$ cat config.mk
export PLATFORM = sky130hd
export DESIGN_NAME = spi_transaction_fsm
export DESIGN_NICKNAME = d
export VERILOG_FILES = /design/src/rtl/spi_transaction_fsm.sv
export SDC_FILE = /design/constraint.sdc
export NUM_CORES = 1
export LEC_CHECK = 0
export CAP_MARGIN = 20
export CORE_UTILIZATION = 25
export CTS_BUF_LIST = sky130_fd_sc_hd__clkbuf_16
export DETAILED_ROUTE_END_ITERATION = 8
export SYNTH_ARGS = -nofsm -noshare
export SYNTH_HDL_FRONTEND = slang
export SYNTH_SLANG_ARGS = --single-unit
$ cat constraint.sdc
create_clock -name clk -period 1.9 [get_ports clk]
set_input_delay 0.19 -clock clk [delete_from_list [all_inputs] [get_ports clk]]
set_output_delay 0.19 -clock clk [all_outputs]
set_load 0.1 [all_outputs]
$ cat src/rtl/spi_transaction_fsm.sv
// SPI transaction framer: address+R/W byte, then one data byte.
// Optional burst mode via macro SPI_TRANSACTION_FSM_BURST_EN.
module spi_transaction_fsm #(
    parameter int WIDTH = 8,
    parameter int ADDRW = 7
) (
    input  logic             clk,
    input  logic             resetN,
    input  logic             sclkPosEdge,
    input  logic             sclkNegEdge,
    input  logic             csN,
    input  logic [WIDTH-1:0] parallelDataIn,
    output logic [ADDRW-1:0] addrOut,
    output logic             addrWe,
    output logic             parallelLoad,
    output logic             dmWe,
    output logic             misoBufe,
    output logic             busy
);

    localparam int CW = $clog2(WIDTH + 1);
    localparam logic [CW-1:0] LAST = CW'(WIDTH - 1);

    typedef enum logic [2:0] {
        IDLE,
        GET_ADDR,
        GOT_ADDR,
        READ_LOAD,
        READ_SHIFT,
        WRITE_SHIFT,
        WRITE_STORE,
        DONE
    } state_t;

    state_t           state;
    state_t           state_n;
    logic [CW-1:0]    bit_count;
    logic [CW-1:0]    count_n;
    logic [ADDRW-1:0] addr_n;

    // State, counter, address and registered outputs.
    always_ff @(posedge clk) begin
        if (!resetN) begin
            state        <= IDLE;
            bit_count    <= '0;
            addrOut      <= '0;
            addrWe       <= 1'b0;
            parallelLoad <= 1'b0;
            dmWe         <= 1'b0;
            misoBufe     <= 1'b0;
            busy         <= 1'b0;
        end else begin
            state        <= state_n;
            bit_count    <= count_n;
            addrOut      <= addr_n;
            addrWe       <= (state_n == GOT_ADDR);
            parallelLoad <= (state_n == READ_LOAD);
            dmWe         <= (state_n == WRITE_STORE);
            misoBufe     <= (state_n == READ_SHIFT);
            busy         <= (state_n != IDLE);
        end
    end

    // Next state, bit counter and address; chip-select abort wins last.
    always_comb begin
        state_n = state;
        count_n = bit_count;
        addr_n  = addrOut;
        unique case (state)
            IDLE: begin
                if (!csN) begin
                    state_n = GET_ADDR;
                    count_n = '0;
                end
            end
            GET_ADDR: begin
                if (sclkPosEdge) begin
                    count_n = bit_count + 1'b1;
                    if (bit_count == LAST) begin
                        state_n = GOT_ADDR;
                    end
                end
            end
            GOT_ADDR: begin
                count_n = '0;
                addr_n  = parallelDataIn[WIDTH-1:1];
                state_n = parallelDataIn[0] ? READ_LOAD : WRITE_SHIFT;
            end
            READ_LOAD: begin
                state_n = READ_SHIFT;
            end
            READ_SHIFT: begin
                if (sclkNegEdge) begin
                    count_n = bit_count + 1'b1;
                    if (bit_count == LAST) begin
`ifdef SPI_TRANSACTION_FSM_BURST_EN
                        count_n = '0;
                        addr_n  = addrOut + 1'b1;
                        state_n = READ_LOAD;
`else
                        state_n = DONE;
`endif
                    end
                end
            end
            WRITE_SHIFT: begin
                if (sclkPosEdge) begin
                    count_n = bit_count + 1'b1;
                    if (bit_count == LAST) begin
                        state_n = WRITE_STORE;
                    end
                end
            end
            WRITE_STORE: begin
                count_n = '0;
`ifdef SPI_TRANSACTION_FSM_BURST_EN
                addr_n  = addrOut + 1'b1;
                state_n = WRITE_SHIFT;
`else
                state_n = DONE;
`endif
            end
            DONE: begin
                state_n = DONE;
            end
        endcase
        if (state != IDLE && csN) begin
            state_n = IDLE;
            count_n = '0;
            addr_n  = addrOut;
        end
    end

endmodule

==> flow_summary_export.csv, run 1 <==
group,metric,value,unit
worst_setup_path,r2r_setup_slack,0.11,ns
layout,final-seq-area,380.4,um^2
sta,finalSetupViolCount,0,
synth,synth_cell_types,35,
routing,initialDrtViolationCount,14,
synth,ys_ff_latch,19,
layout,drive_above_1_share,23.73,%
sta,period_share,94.35,%
layout,multiInputGateArea,486.7,um^2
floorplanning,io-pin-count,25,
grt,grt_max_degree,14,
clock_tree,cts_tree,"done",
placement,dp_slack,0.05789,ns
sta,skew,0.005526,ns
synth,yosysSeqAreaShare,41.93,%
layout,nets,133,
clock_tree,insertion_delay,0.25,ns
synth,synth_common_cells,"dfxtp_1, nor2b_1, mux2i_1, nor2_1, nand3_1",
floorplanning,num_rows,21,
min_path,min_from,"bit_count[0]$_SDFFE_PP0P_",
layout,area_delta_synth_final,36.83,%
worst_setup_path,startpoint_type,"flop",
sta,whs,0.5097,ns
worst_setup_path,cp-startpoint,"bit_count[0]$_SDFFE_PP0P_",
synth,yosysMostFrequentCell,"dfxtp_1",
routing,antenna_left,0,
layout,num_antenna_cells,0,
layout,design_area,1241,um^2
synth,ys_warn_count,0,
floorplanning,initial_core_util,26.56,%
synth,synthArstFlopShare,0,%
power_and_ir_drop,p_int,0.7251,mW
clock_tree,cts_setup_buffers,0,
power_and_ir_drop,vdd.ir_drop.worst,0.0006749,V
synth,synth_area,907.1,um^2
power_and_ir_drop,sequentialPowerShare,45.2,%
worst_setup_path,path_class,"flop to flop",
power_and_ir_drop,p_leak,0.4674,nW
grt,grt_pass1_vias,721,
worst_setup_path,cp_max_fo,5,
clock_tree,cts_made_buffers,3,
power_and_ir_drop,power_density,730.1,nW/um^2
power_and_ir_drop,p_total,0.9062,mW
synth,syn_avg_cell_area,9.860,um^2
sta,fin_tns_setup,0,ns
grt,overflow,0,
placement,dp_hpwl,1.371,mm
synth,synthFlopType,"dfxtp_1",
routing,routedWlPerCell,11.20,um
sta,slew_viol_final,0,
floorplanning,die_w,62.24,um
grt,grt.total_usage,10.21,%
sta,max_clock_freq,557.8,MHz
clock_tree,cts_max_path_buffers,2,
worst_setup_path,reg2reg_from,"bit_count[0]$_SDFFE_PP0P_",
power_and_ir_drop,swShare,19.99,%
clock_tree,path_clk_slew,0.05,ns
routing,post-route-drc-count,0,
clock_tree,htreeDepth,1,
run,drv_cap,0,
placement,gp_congestion,0.8688,
sta,max_slew_margin,71.74,%
grt,antenna_found_initial,0,
clock_tree,cts_root_buffer,"clkbuf_16",
placement,placed_cell_area,1161,um^2
clock_tree,ctsHoldBuffers,0,
grt,grt_pass1_wl,3.215,mm
sta,worst_slew_pin_slew,0.4233,ns
sta,finalCriticalPeriod,1.793,ns
sta,finalHoldViolCount,0,
clock_tree,cts_num_sinks,19,
power_and_ir_drop,p_sw,0.1811,mW
floorplanning,fp.coreArea,3416,um^2
layout,fillCellCount,347,
synth,synth-edff-count,0,
routing,via_per_inst,4.646,
synth,synth_area_leader_cell,"dfxtp_1",
sta,rsz0062_at_grt,"false",
layout,layout.cells.non_filler,164,
synth,yosysTopAreaCellShare,41.93,%
placement,dpl.cell_count,160,
layout,final_util,36.34,%
power_and_ir_drop,p_comb_share,8.0,%
clock_tree,ctsResizeCount,0,
routing,dr.pass1.iters,4,
worst_setup_path,required,2.07,ns
power_and_ir_drop,clockPowerShare,46.8,%
synth,synth.net_count,106,
worst_setup_path,arrival,1.96,ns
sta,worst_slack,0.1074,ns
floorplanning,die_h,62.24,um
floorplanning,dieArea,3873,um^2
outcome,status,"complete, no violations",
min_path,hp-class,"flop to flop",
synth,synthCells,92,
synth,ys_top_cells_by_area,"dfxtp_1, mux2i_1, nor2b_1",
routing,num_vias,762,
placement,port_buffers,24,
routing,routed_wl,1.837,mm
worst_setup_path,crit_path_end_kind,"flop",
==> kinds of logic (layout without fill, tap and decap cells) <==
kind of cell	after synthesis	count (layout)	share of synthesized area, %
simple gates	42	42	32.27
flops	19	19	41.93
compound gates	15	15	10.35
mux	8	8	8.966
buf+inv	7	33	5.103
fa+ha+maj	1	1	1.379
==> path summary, 6_finish.rpt <==
kind                               endpoint  cells after the start
setup reg to reg        misoBufe$_SDFF_PN0_                      5
hold / removal    bit_count[0]$_SDFFE_PP0P_                      2
hold reg to reg   bit_count[0]$_SDFFE_PP0P_                      2
setup / recovery        misoBufe$_SDFF_PN0_                      5
==> worst max-delay path, stage by stage, from the launching register on <==
cell and delay [ns]:
dfxtp_1 0.33, ha_1 0.26, and4b_4 0.21, or4b_4 0.48, and3_4 0.20, nor4_2 0.22
==> flip-flops by register name (all words and copies together) (netlist names) <==
signal,flops
addrOut,7
addrWe,1
bit_count,4
busy,1
dmWe,1
misoBufe,1
parallelLoad,1
state,3
==> power groups by stage <==
stage / combinational, mW / sequential (mW) / clock [mW]
floorplan: 0.0300 / 0.423 / 0
global placement: 0.0710 / 0.418 / 0
detailed placement: 0.0721 / 0.418 / 0
CTS: 0.0725 / 0.409 / 0.442
global route: 0.0783 / 0.410 / 0.456
finish: 0.0723 / 0.410 / 0.424
==> routing by layer <==
layer | track usage, % | wire length, um | up-vias
li1 | - | - | 387
met1 | 12.06 | 866 | 356
met2 | 17.31 | 850 | 19
met3 | 4.412 | 120 | 0
met4 | 1.744 | 0 | 0
met5 | 0 | 0 | -
==> cell type report <==
type	count	share of cell area [%]
Clock buffer	3	6.048
Clock inverter	1	0.4032
Multi-Input combinational cell	66	39.21
Tap cell	46	4.637
Inverter	3	0.9073
Sequential cell	19	30.65
Timing Repair Buffer	26	18.15
==> cell usage in the layout (no fill, tap or decap), types with 4 or more instances in the layout <==
cell / instances
a31oi_1: 4
nor2b_1: 9
nand3_1: 5
dfxtp_1: 19
a21oi_1: 4
buf_4: 14
mux2i_1: 7
clkdlybuf4s50_1: 12
nor2_1: 6
(Power assumes the default switching activity.)
==> run 2, diff against run 1 <==
Settings changed: CORE_UTILIZATION 25 to 40, PLACE_DENSITY set to 0.68.
==> flow_summary_export.csv, run 2 (synthesis gave the netlist of run 1 again) <==
group,metric,value,unit
placement,dp_hpwl,1.284,mm
floorplanning,initial_core_util,44.42,%
routing,initialDrtViolationCount,9,
outcome,status,"complete, no violations",
clock_tree,cts_max_path_buffers,2,
layout,final_common_cell,"dfxtp_1",
layout,num_antenna_cells,0,
floorplanning,num_rows,16,
routing,routed.top_layer,"met4",
routing,met3_length,68,um
worst_setup_path,r2r_setup_slack,0.13,ns
grt,grt_max_degree,14,
worst_setup_path,path_class,"flop to flop",
worst_setup_path,crit_path_end_kind,"flop",
layout,drive_above_1_share,23.53,%
sta,slew_viol_final,0,
grt,antenna_found_initial,0,
layout,largest_reg_flops,7,
worst_setup_path,slowest_stage,"or4b_4",
clock_tree,htreeDepth,1,
placement,gp_congestion,0.8201,
layout,final-seq-area,380.4,um^2
sta,skew,0.001300,ns
floorplanning,die_w,49.62,um
routing,routedWlPerCell,11.75,um
clock_tree,cts_tree,"done",
clock_tree,ctsResizeCount,0,
clock_tree,cts_num_sinks,19,
sta,finalSetupViolCount,0,
worst_setup_path,startpoint_type,"flop",
power_and_ir_drop,p_int,0.7244,mW
grt,overflow,0,
layout,largest_registers,"addrOut (7), bit_count (4), state (3)",
power_and_ir_drop,clockPowerShare,46.2,%
placement,port_buffers,24,
clock_tree,cts_root_buffer,"clkbuf_16",
power_and_ir_drop,p_comb_share,8.2,%
power_and_ir_drop,sequentialPowerShare,45.6,%
layout,area_delta_synth_final,34.90,%
clock_tree,ctsHoldBuffers,0,
min_path,min_from,"bit_count[0]$_SDFFE_PP0P_",
layout,fillCellCount,193,
power_and_ir_drop,p_leak,0.4735,nW
worst_setup_path,slowest_delay,0.48,ns
layout,multiInputGateArea,486.7,um^2
routing,via_per_inst,5.185,
routing,post-route-drc-count,0,
run,drv_cap,0,
min_path,min_to,"bit_count[0]$_SDFFE_PP0P_",
routing,wl_met1,793,um
worst_setup_path,r2r_cells,5,
sta,max_slew_margin,72.94,%
worst_setup_path,cp-startpoint,"bit_count[0]$_SDFFE_PP0P_",
floorplanning,dieArea,2462,um^2
min_path,whs_path_depth,2,
grt,grt_pass1_vias,716,
clock_tree,cts_made_buffers,3,
layout,nets,134,
worst_setup_path,cp_max_fo,5,
sta,max_clock_freq,564.2,MHz
routing,met2_length,829,um
power_and_ir_drop,swShare,19.39,%
floorplanning,io-pin-count,25,
layout,regMostFlops,"addrOut",
min_path,hp-class,"flop to flop",
routing,routed_wl,1.715,mm
grt,grt_pass1_wl,2.973,mm
routing,dr.pass1.iters,4,
sta,fin_tns_setup,0,ns
worst_setup_path,arrival,1.93,ns
sta,period_share,93.29,%
worst_setup_path,required,2.06,ns
power_and_ir_drop,power_density,734.4,nW/um^2
worst_setup_path,timing.rr.end,"misoBufe$_SDFF_PN0_",
layout,layout_common_cells,"dfxtp_1, buf_4, clkdlybuf4s50_1",
routing,num_vias,757,
worst_setup_path,path_cells,"ha_1, and4b_4, or4b_4, and3_4, nor4_2",
grt,grt.total_usage,15.29,%
sta,worst_slew_pin_slew,0.4054,ns
clock_tree,cts_setup_buffers,0,
power_and_ir_drop,p_sw,0.1742,mW
power_and_ir_drop,p_total,0.8986,mW
routing,antenna_left,0,
clock_tree,insertion_delay,0.24,ns
clock_tree,path_clk_slew,0.05,ns
sta,finalHoldViolCount,0,
floorplanning,die_h,49.62,um
sta,rsz0062_at_grt,"false",
sta,finalCriticalPeriod,1.773,ns
floorplanning,fp.coreArea,2042,um^2
power_and_ir_drop,vdd.ir_drop.worst,0.0003946,V
worst_setup_path,reg2reg_from,"bit_count[0]$_SDFFE_PP0P_",
-- run 2: changes by cell type in the layout (fill, tap and decap cells not counted) --
cell / previous run / this run
buf_4: 14 / 15
clkinv_2: 1 / 0
inv_1: 3 / 4
-- run 2: worst max-delay path, delay by kind of cell, from the launching register on --
kind                       cells  cell delay, ns
adders and majority gates      1            0.26
and+or+nand+nor                4            1.10
DFF                            1            0.33
-- run 2: area by class of cell --
cell class	count	share of cell area, %
Multi-Input combinational cell	66	39.78
Inverter	3	0.9202
Sequential cell	19	31.08
Tap cell	27	2.761
Timing Repair Buffer	27	19.02
Clock buffer	3	6.135
Clock inverter	1	0.3067
-- run 2: power groups by stage --
stage / combinational, mW / clock [mW] / sequential [mW]
floorplan: 0.0300 / 0 / 0.423
global placement: 0.0732 / 0 / 0.418
detailed placement: 0.0736 / 0 / 0.418
CTS: 0.0742 / 0.431 / 0.409
global route: 0.0795 / 0.445 / 0.410
finish: 0.0737 / 0.416 / 0.409
-- run 2: how the worst max path moves through the flow --
stage                         endpoint  depth (start not counted)
3_3_place_gp   parallelLoad$_SDFF_PN0_                          5
3_5_place_dp       misoBufe$_SDFF_PN0_                          5
6_report           misoBufe$_SDFF_PN0_                          5
4_1_cts            misoBufe$_SDFF_PN0_                          5
2_1_floorplan  parallelLoad$_SDFF_PN0_                          5
5_1_grt            misoBufe$_SDFF_PN0_                          5
-- run 2: through the flow --
stage          hold WS, ns  util, %  cells  instance area (um^2)  worst slack, ns
2_1_floorplan       0.3182        -     92                 907.1           0.1994
3_3_place_gp        0.4872    56.07    142                  1145           0.1200
3_5_place_dp        0.4973    56.07    142                  1145           0.1035
4_1_cts             0.5057    59.93    146                  1224           0.1256
5_1_grt             0.5380    59.93    146                  1224          0.07306
6_report            0.5064    59.93    146                  1224           0.1275
-- run 2: layer usage --
| metal | vias up | track usage (%) |
|---|---|---|
| li1 | 389 | - |
| met2 | 13 | 26.80 |
| met5 | - | 0 |
| met4 | 0 | 8.095 |
| met1 | 353 | 17.74 |
| met3 | 2 | 2.160 |
==> run 3, diff against run 2 <==
Settings changed: ABC_CLOCK_PERIOD_IN_PS set to 1900.
==> results of run 3 <==
The final DEF is identical to that of run 2; final timing and power are the same.
